===== config.mk =====
export PLATFORM = sky130hd
export DESIGN_NAME = decode_cycle
export DESIGN_NICKNAME = d
export VERILOG_FILES = /design/src/rtl/decode_pkg.sv /design/src/rtl/register_file.sv /design/src/rtl/decode_cycle.sv
export SDC_FILE = /design/constraint.sdc
export NUM_CORES = 2
export LEC_CHECK = 0
export ABC_CLOCK_PERIOD_IN_PS = 1700
export BUFFER_PORTS_ARGS = -buffer_cell sky130_fd_sc_hd__buf_4
export CAP_MARGIN = 20
export CORE_MARGIN = 2
export CORE_UTILIZATION = 30
export DETAILED_ROUTE_END_ITERATION = 10
export HOLD_SLACK_MARGIN = 0.03
export SLEW_MARGIN = 5
export SYNTH_ARGS = -nofsm -noshare
export SYNTH_HDL_FRONTEND = slang
export SYNTH_SLANG_ARGS = --single-unit

===== constraint.sdc =====
create_clock -name clk -period 1.7 [get_ports clk]
set_input_delay 0.255 -clock clk [delete_from_list [all_inputs] [get_ports clk]]
set_output_delay 0.255 -clock clk [all_outputs]
set_load 0.05 [all_outputs]

===== src/rtl/decode_pkg.sv =====
`default_nettype none
// +----------------------------------------------------------------------------+
// | Module      : decode_pkg                                                   |
// | Description : Opcodes, ALU encodings and decode types for decode_cycle.    |
// | Revision    : 1.0 - initial release                                        |
// +----------------------------------------------------------------------------+
package decode_pkg;

    localparam logic [6:0] C_OP_RTYPE = 7'b0110011;
    localparam logic [6:0] C_OP_IALU  = 7'b0010011;
    localparam logic [6:0] C_OP_LOAD  = 7'b0000011;
    localparam logic [6:0] C_OP_STORE = 7'b0100011;
    localparam logic [6:0] C_OP_BEQ   = 7'b1100011;

    localparam logic [2:0] C_ALU_ADD = 3'b000;
    localparam logic [2:0] C_ALU_SUB = 3'b001;
    localparam logic [2:0] C_ALU_AND = 3'b010;
    localparam logic [2:0] C_ALU_OR  = 3'b011;
    localparam logic [2:0] C_ALU_SLT = 3'b101;

    typedef enum logic [1:0] {
        IMM_NONE = 2'd0,
        IMM_I    = 2'd1,
        IMM_S    = 2'd2,
        IMM_B    = 2'd3
    } imm_type_e;

    typedef struct packed {
        logic       reg_write;
        logic       alu_src;
        logic       mem_write;
        logic       result_src;
        logic       branch;
        logic [2:0] alu_ctrl;
    } ctrl_t;

    typedef struct packed {
        ctrl_t       ctrl;
        logic [31:0] rd1;
        logic [31:0] rd2;
        logic [31:0] imm;
        logic [4:0]  rd;
        logic [4:0]  rs1;
        logic [4:0]  rs2;
        logic [31:0] pc;
        logic [31:0] pc_plus4;
    } idex_t;

    // sub_en is only ever set for R-type; I-type funct7 bits are immediate data.
    function automatic logic [2:0] alu_op(input logic [2:0] funct3, input logic sub_en);
        case (funct3)
            3'b000:  alu_op = sub_en ? C_ALU_SUB : C_ALU_ADD;
            3'b010:  alu_op = C_ALU_SLT;
            3'b110:  alu_op = C_ALU_OR;
            3'b111:  alu_op = C_ALU_AND;
            default: alu_op = C_ALU_ADD;
        endcase
    endfunction

endpackage
`default_nettype wire


===== src/rtl/register_file.sv =====
`default_nettype none
// +----------------------------------------------------------------------------+
// | Module      : register_file                                                |
// | Description : 32x32 register file, 2 async read ports, 1 write port, x0=0. |
// | Revision    : 1.0 - initial release                                        |
// +----------------------------------------------------------------------------+
module register_file #(
    parameter bit BYPASS_EN = 1'b0
) (
    input  logic        clk,
    input  logic        rst,
    input  logic [4:0]  ra1_i,
    input  logic [4:0]  ra2_i,
    output logic [31:0] rd1_o,
    output logic [31:0] rd2_o,
    input  logic        we_i,
    input  logic [4:0]  wa_i,
    input  logic [31:0] wd_i
);

    logic [31:0] regs_q [32];
    logic        w_wr_en;

    assign w_wr_en = we_i && (wa_i != 5'd0);

    always_ff @(posedge clk or negedge rst) begin
        if (!rst) begin
            for (int i = 0; i < 32; i++) begin
                regs_q[i] <= '0;
            end
        end else if (w_wr_en) begin
            regs_q[wa_i] <= wd_i;
        end
    end

    generate
        if (BYPASS_EN) begin : g_bypass
            assign rd1_o = (ra1_i == 5'd0) ? 32'd0 :
                           (w_wr_en && (wa_i == ra1_i)) ? wd_i : regs_q[ra1_i];
            assign rd2_o = (ra2_i == 5'd0) ? 32'd0 :
                           (w_wr_en && (wa_i == ra2_i)) ? wd_i : regs_q[ra2_i];
        end else begin : g_no_bypass
            assign rd1_o = (ra1_i == 5'd0) ? 32'd0 : regs_q[ra1_i];
            assign rd2_o = (ra2_i == 5'd0) ? 32'd0 : regs_q[ra2_i];
        end
    endgenerate

endmodule
`default_nettype wire


===== src/rtl/decode_cycle.sv =====
`default_nettype none
// +----------------------------------------------------------------------------+
// | Module      : decode_cycle                                                 |
// | Description : RV32I-subset decode stage with register file and ID/EX regs. |
// |               Define REGFILE_WR_BYPASS_EN to forward same-cycle writeback. |
// | Revision    : 1.0 - initial release                                        |
// +----------------------------------------------------------------------------+
module decode_cycle
    import decode_pkg::*;
(
    input  logic        clk,
    input  logic        rst,
    input  logic [31:0] InstrD,
    input  logic [31:0] PCD,
    input  logic [31:0] PCPlus4D,
    input  logic        RegWriteW,
    input  logic [4:0]  RDW,
    input  logic [31:0] ResultW,
    input  logic        FlushE,
    output logic        RegWriteE,
    output logic        ALUSrcE,
    output logic        MemWriteE,
    output logic        ResultSrcE,
    output logic        BranchE,
    output logic [2:0]  ALUControlE,
    output logic [31:0] RD1_E,
    output logic [31:0] RD2_E,
    output logic [31:0] Imm_Ext_E,
    output logic [4:0]  RD_E,
    output logic [4:0]  RS1_E,
    output logic [4:0]  RS2_E,
    output logic [31:0] PCE,
    output logic [31:0] PCPlus4E
);

`ifdef REGFILE_WR_BYPASS_EN
    localparam bit C_BYPASS_EN = 1'b1;
`else
    localparam bit C_BYPASS_EN = 1'b0;
`endif

    logic [6:0]  w_opcode;
    logic [2:0]  w_funct3;
    logic [4:0]  w_rs1;
    logic [4:0]  w_rs2;
    logic [4:0]  w_rd;
    logic [31:0] w_rd1;
    logic [31:0] w_rd2;
    logic [31:0] w_imm;
    ctrl_t       w_ctrl;
    imm_type_e   w_imm_type;
    idex_t       idex_d;
    idex_t       idex_q;

    assign w_opcode = InstrD[6:0];
    assign w_rd     = InstrD[11:7];
    assign w_funct3 = InstrD[14:12];
    assign w_rs1    = InstrD[19:15];
    assign w_rs2    = InstrD[24:20];

    register_file #(
        .BYPASS_EN (C_BYPASS_EN)
    ) u_register_file (
        .clk   (clk),
        .rst   (rst),
        .ra1_i (w_rs1),
        .ra2_i (w_rs2),
        .rd1_o (w_rd1),
        .rd2_o (w_rd2),
        .we_i  (RegWriteW),
        .wa_i  (RDW),
        .wd_i  (ResultW)
    );

    always_comb begin
        w_ctrl     = '0;
        w_imm_type = IMM_NONE;
        case (w_opcode)
            C_OP_RTYPE: begin
                w_ctrl.reg_write = 1'b1;
                w_ctrl.alu_ctrl  = alu_op(w_funct3, InstrD[30]);
            end
            C_OP_IALU: begin
                w_ctrl.reg_write = 1'b1;
                w_ctrl.alu_src   = 1'b1;
                w_ctrl.alu_ctrl  = alu_op(w_funct3, 1'b0);
                w_imm_type       = IMM_I;
            end
            C_OP_LOAD: begin
                w_ctrl.reg_write  = 1'b1;
                w_ctrl.alu_src    = 1'b1;
                w_ctrl.result_src = 1'b1;
                w_ctrl.alu_ctrl   = C_ALU_ADD;
                w_imm_type        = IMM_I;
            end
            C_OP_STORE: begin
                w_ctrl.mem_write = 1'b1;
                w_ctrl.alu_src   = 1'b1;
                w_ctrl.alu_ctrl  = C_ALU_ADD;
                w_imm_type       = IMM_S;
            end
            C_OP_BEQ: begin
                w_ctrl.branch   = 1'b1;
                w_ctrl.alu_ctrl = C_ALU_SUB;
                w_imm_type      = IMM_B;
            end
            default: begin
                w_ctrl     = '0;
                w_imm_type = IMM_NONE;
            end
        endcase
    end

    always_comb begin
        w_imm = '0;
        case (w_imm_type)
            IMM_I:   w_imm = {{20{InstrD[31]}}, InstrD[31:20]};
            IMM_S:   w_imm = {{20{InstrD[31]}}, InstrD[31:25], InstrD[11:7]};
            IMM_B:   w_imm = {{19{InstrD[31]}}, InstrD[31], InstrD[7],
                              InstrD[30:25], InstrD[11:8], 1'b0};
            default: w_imm = '0;
        endcase
    end

    // A flush squashes controls and register tags; data fields are don't-care.
    always_comb begin
        idex_d          = '0;
        idex_d.ctrl     = FlushE ? '0 : w_ctrl;
        idex_d.rd1      = w_rd1;
        idex_d.rd2      = w_rd2;
        idex_d.imm      = w_imm;
        idex_d.rd       = FlushE ? 5'd0 : w_rd;
        idex_d.rs1      = FlushE ? 5'd0 : w_rs1;
        idex_d.rs2      = FlushE ? 5'd0 : w_rs2;
        idex_d.pc       = PCD;
        idex_d.pc_plus4 = PCPlus4D;
    end

    always_ff @(posedge clk or negedge rst) begin
        if (!rst) begin
            idex_q <= '0;
        end else begin
            idex_q <= idex_d;
        end
    end

    assign RegWriteE   = idex_q.ctrl.reg_write;
    assign ALUSrcE     = idex_q.ctrl.alu_src;
    assign MemWriteE   = idex_q.ctrl.mem_write;
    assign ResultSrcE  = idex_q.ctrl.result_src;
    assign BranchE     = idex_q.ctrl.branch;
    assign ALUControlE = idex_q.ctrl.alu_ctrl;
    assign RD1_E       = idex_q.rd1;
    assign RD2_E       = idex_q.rd2;
    assign Imm_Ext_E   = idex_q.imm;
    assign RD_E        = idex_q.rd;
    assign RS1_E       = idex_q.rs1;
    assign RS2_E       = idex_q.rs2;
    assign PCE         = idex_q.pc;
    assign PCPlus4E    = idex_q.pc_plus4;

endmodule
`default_nettype wire


==> metrics <==
# clock sinks=1188; library cells used by synthesis=44; Worst Max-Slew Pin Slew=1.059 ns; f_max=550.8 MHz; CTS tree=done; vias per inst=5.486; WS Path Type=reg2out; Max-Cap Viols=0; r2r setup slk=0.04 ns; Peak VDD IR=1070 uV; Yosys warnings=0; H-tree level count=4; unrepaired setup endpoints after global routing=true; Non-Filler Instances=7220; DRC viols=0; Critical Path Source=Imm_Ext_E[30]; layout cell share with drive strength beyond 1=56.09%; routed wire length=208.2 mm; DRT Pass-1 Iters=5; clock latency on the worst-skew pair=0.80 ns; P&R area growth vs syn=27.42%; Die Width=447.8 um; CP delay by family, top=flip-flops; Slew Limit Fails=0; worst r2r dst=RD2_E[12]; PD cells=1127 nW/um^2; detailed placement HPWL=138.5 mm; Mapped Avg Cell Area=15.34 um^2; endpoints failing setup=24; Syn Inst Count=3852; slowest CP cell=dfrtp_2; worst setup margin=-0.1155 ns; total power=0.08481 W; vias post-DR=39610; worst r2r path cells=4; Initial Util=30.24%; Critical Path Start Type=flip-flop; initial DRC count=3266; Final min period=1.815 ns; worst-path maximum fanout=10; CP required=1.44 ns; Seq cells post-synth=1188; Crit path depth=2; routed length per instance=28.84 um; CP endpoint kind=output port; critical path, cell by cell=buf_12 -> buf_6; largest net degree at the start of global routing=72; worst hold path type=in2reg; Clock Pin Slew Worst Setup and Hold Paths=0.06 ns; port buffer count=319; placed insts=6828; Synth top area share=50.32%; total CTS buffers=141; first-pass GRT wire length=302.2 mm; height of the die=447.8 um; post-layout util=38.53%; final hold vios=0; P_leak=32.59 nW; Seq. cell area=29770 um^2; CTS max path bufs=3; nets=4622; CP bufs+invs=2; Final GP Congestion=0.8519; core area=195400 um^2; Total Routing Usage GR=20.74%; fillcell total=18140; CP Data Arrival Time=1.56 ns; Reg-to-Reg Start=u_register_file.regs_q[556]; Mapped Area=59080 um^2; area of the multi-input gates=27380 um^2; CTS root buffer=clkbuf_16; crit path to=Imm_Ext_E[29]; run status=complete, but fails checks; ANT nets after route=0; violated checks=setup timing; top post-synthesis cells by area=dfrtp_1 (50%), mux2_2 (19%), mux4_2 (17%); skew final=0.02882 ns; Period Utilization, post-route=106.8%; grt ovf=0; Slew headroom=29.41%; CP max stage delay=0.44 ns; register area share after synthesis=50.32%; post-synth net total=3989; # IOs=320; leading area contributor after synthesis=dfrtp_1; vias in the first global route=41390; Rows=162; die area=200500 um^2; initial antenna violation count=8
==> through the flow <==
| step | instance area (um^2) | hold slack (ns) | setup slack (ns) | TNS (ns) |
|---|---|---|---|---|
| 4_1_cts | 75150 | 0.04523 | -0.1826 | -4.584 |
| 3_5_place_dp | 68790 | 0.1351 | -0.7987 | -178.05 |
| 2_1_floorplan | 59140 | -0.04059 | -0.01243 | -0.09934 |
| 5_1_grt | 75280 | 0.07911 | -0.1611 | -3.557 |
| 6_report | 75280 | 0.08973 | -0.1155 | -2.236 |
| 3_3_place_gp | 68770 | 0.1332 | -0.7843 | -171.28 |
==> synth_stat cells, drive strengths merged <==
master and instances:
or2 4, a31o 1, or4 2, mux4 448, dfrtp 1188, clkbuf 203
nand3b 3, and3 1, a22o 4, a21oi 1, nor3 6, nor2 32
nor2b 89, a211oi 64, or3b 1, nor3b 4, inv 3, o21ai 112
o2111ai 16, and2 2, mux2i 128, a221oi 49, a311oi 64, or3 1
mux2 1056, nand4bb 1, buf 245, nand2b 4, a31oi 1, a22oi 64
nor4b 1, nand3 4, a2bb2oi 1, nand2 49
==> how the worst min path moves through the flow <==
stage / depth (start not counted) / to / slack [ns] / start
final: 4 / u_register_file.regs_q[668] / 0.09 / RDW[4]
after global routing: 3 / u_register_file.regs_q[601] / 0.08 / rst
after CTS: 3 / u_register_file.regs_q[537] / 0.05 / rst
after detailed placement: 1 / PCE[6] / 0.14 / rst
after global placement: 1 / PCE[4] / 0.13 / rst
after floorplan: 0 / ALUControlE[0] / -0.04 / rst
==> layout make-up <==
cell class | instances | area share (%)
tap | 2624 | 4.361
antenna | 5 | 0.01662
multi-input combinational | 2213 | 36.37
inverter | 3 | 0.02161
clock inverter | 48 | 0.7728
timing repair buffer | 938 | 13.57
sequential | 1188 | 39.54
clock buffer | 201 | 5.348
==> worst min-delay path, delay by kind of cell <==
kind                   cells  cell delay (ns)
and+or+nand+nor            2             0.29
muxes                      1             0.18
buffers and inverters      1             0.11
==> flip-flops by register name, indices dropped and copies added (netlist names) <==
| name | count |
|---|---|
| ALUControlE | 3 |
| ALUSrcE | 1 |
| BranchE | 1 |
| Imm_Ext_E | 13 |
| MemWriteE | 1 |
| PCE | 32 |
| PCPlus4E | 32 |
| RD1_E | 32 |
| RD2_E | 32 |
| RD_E | 5 |
| RS1_E | 5 |
| RS2_E | 5 |
| RegWriteE | 1 |
| ResultSrcE | 1 |
| u_register_file.regs_q | 1024 |
==> power by group <==
group	leakage [nW]	switching, W	internal [W]
Combinational	15.2	0.00712	0.0100
Sequential	15.1	0.00387	0.0333
Clock	2.26	0.0127	0.0178
Total	32.6	0.0237	0.0611
==> layer usage <==
metal  vias to the layer above  GRT usage (%)  part of all wire, %
met1                     21660          26.70                   40
met4                         2          9.128                  4.5
met2                      1439          34.44                   49
li1                      16100              -                    -
met5                         -              0               0.0062
met3                       402          3.301                  5.6
==> timing repair <==
item / 4_1_cts / 5_1_grt
endpoints found under the hold margin: 2282 / 3
endpoints found under the setup margin: 80 / 55
buffers inserted: 2 / 0
hold buffers: 132 / 4
gates resized for setup: 131 / 13
==> placed cells by master (no fill, tap or decap), drive strengths merged, types with 11 or more instances in the layout <==
| cell type | synthesis | routed |
|---|---|---|
| a22oi | 64 | 64 |
| mux2i | 128 | 128 |
| dlygate4sd3 | 0 | 136 |
| clkinv | 0 | 28 |
| clkbuf | 203 | 201 |
| a211oi | 64 | 64 |
| mux4 | 448 | 448 |
| a221oi | 49 | 49 |
| o21ai | 112 | 112 |
| a311oi | 64 | 64 |
| mux2 | 1056 | 1056 |
| nor2 | 32 | 32 |
| nand2 | 49 | 49 |
| nor2b | 89 | 89 |
| dfrtp | 1188 | 1188 |
| inv | 3 | 11 |
| buf | 245 | 802 |
| o2111ai | 16 | 16 |
==> kinds of logic (layout without fill, tap and decap cells) <==
| kind of cell | count (synthesis) | count (layout) | share of synthesized area [%] |
|---|---|---|---|
| AO/OA/AOI/OAI | 377 | 377 | 4.595 |
| buffers and inverters | 451 | 1190 | 3.803 |
| flip-flops | 1188 | 1188 | 50.32 |
| multiplexers | 1632 | 1632 | 39.37 |
| other | 0 | 5 | 0 |
| AND/OR/NAND/NOR | 204 | 204 | 1.912 |
(Power assumes the default switching activity.)
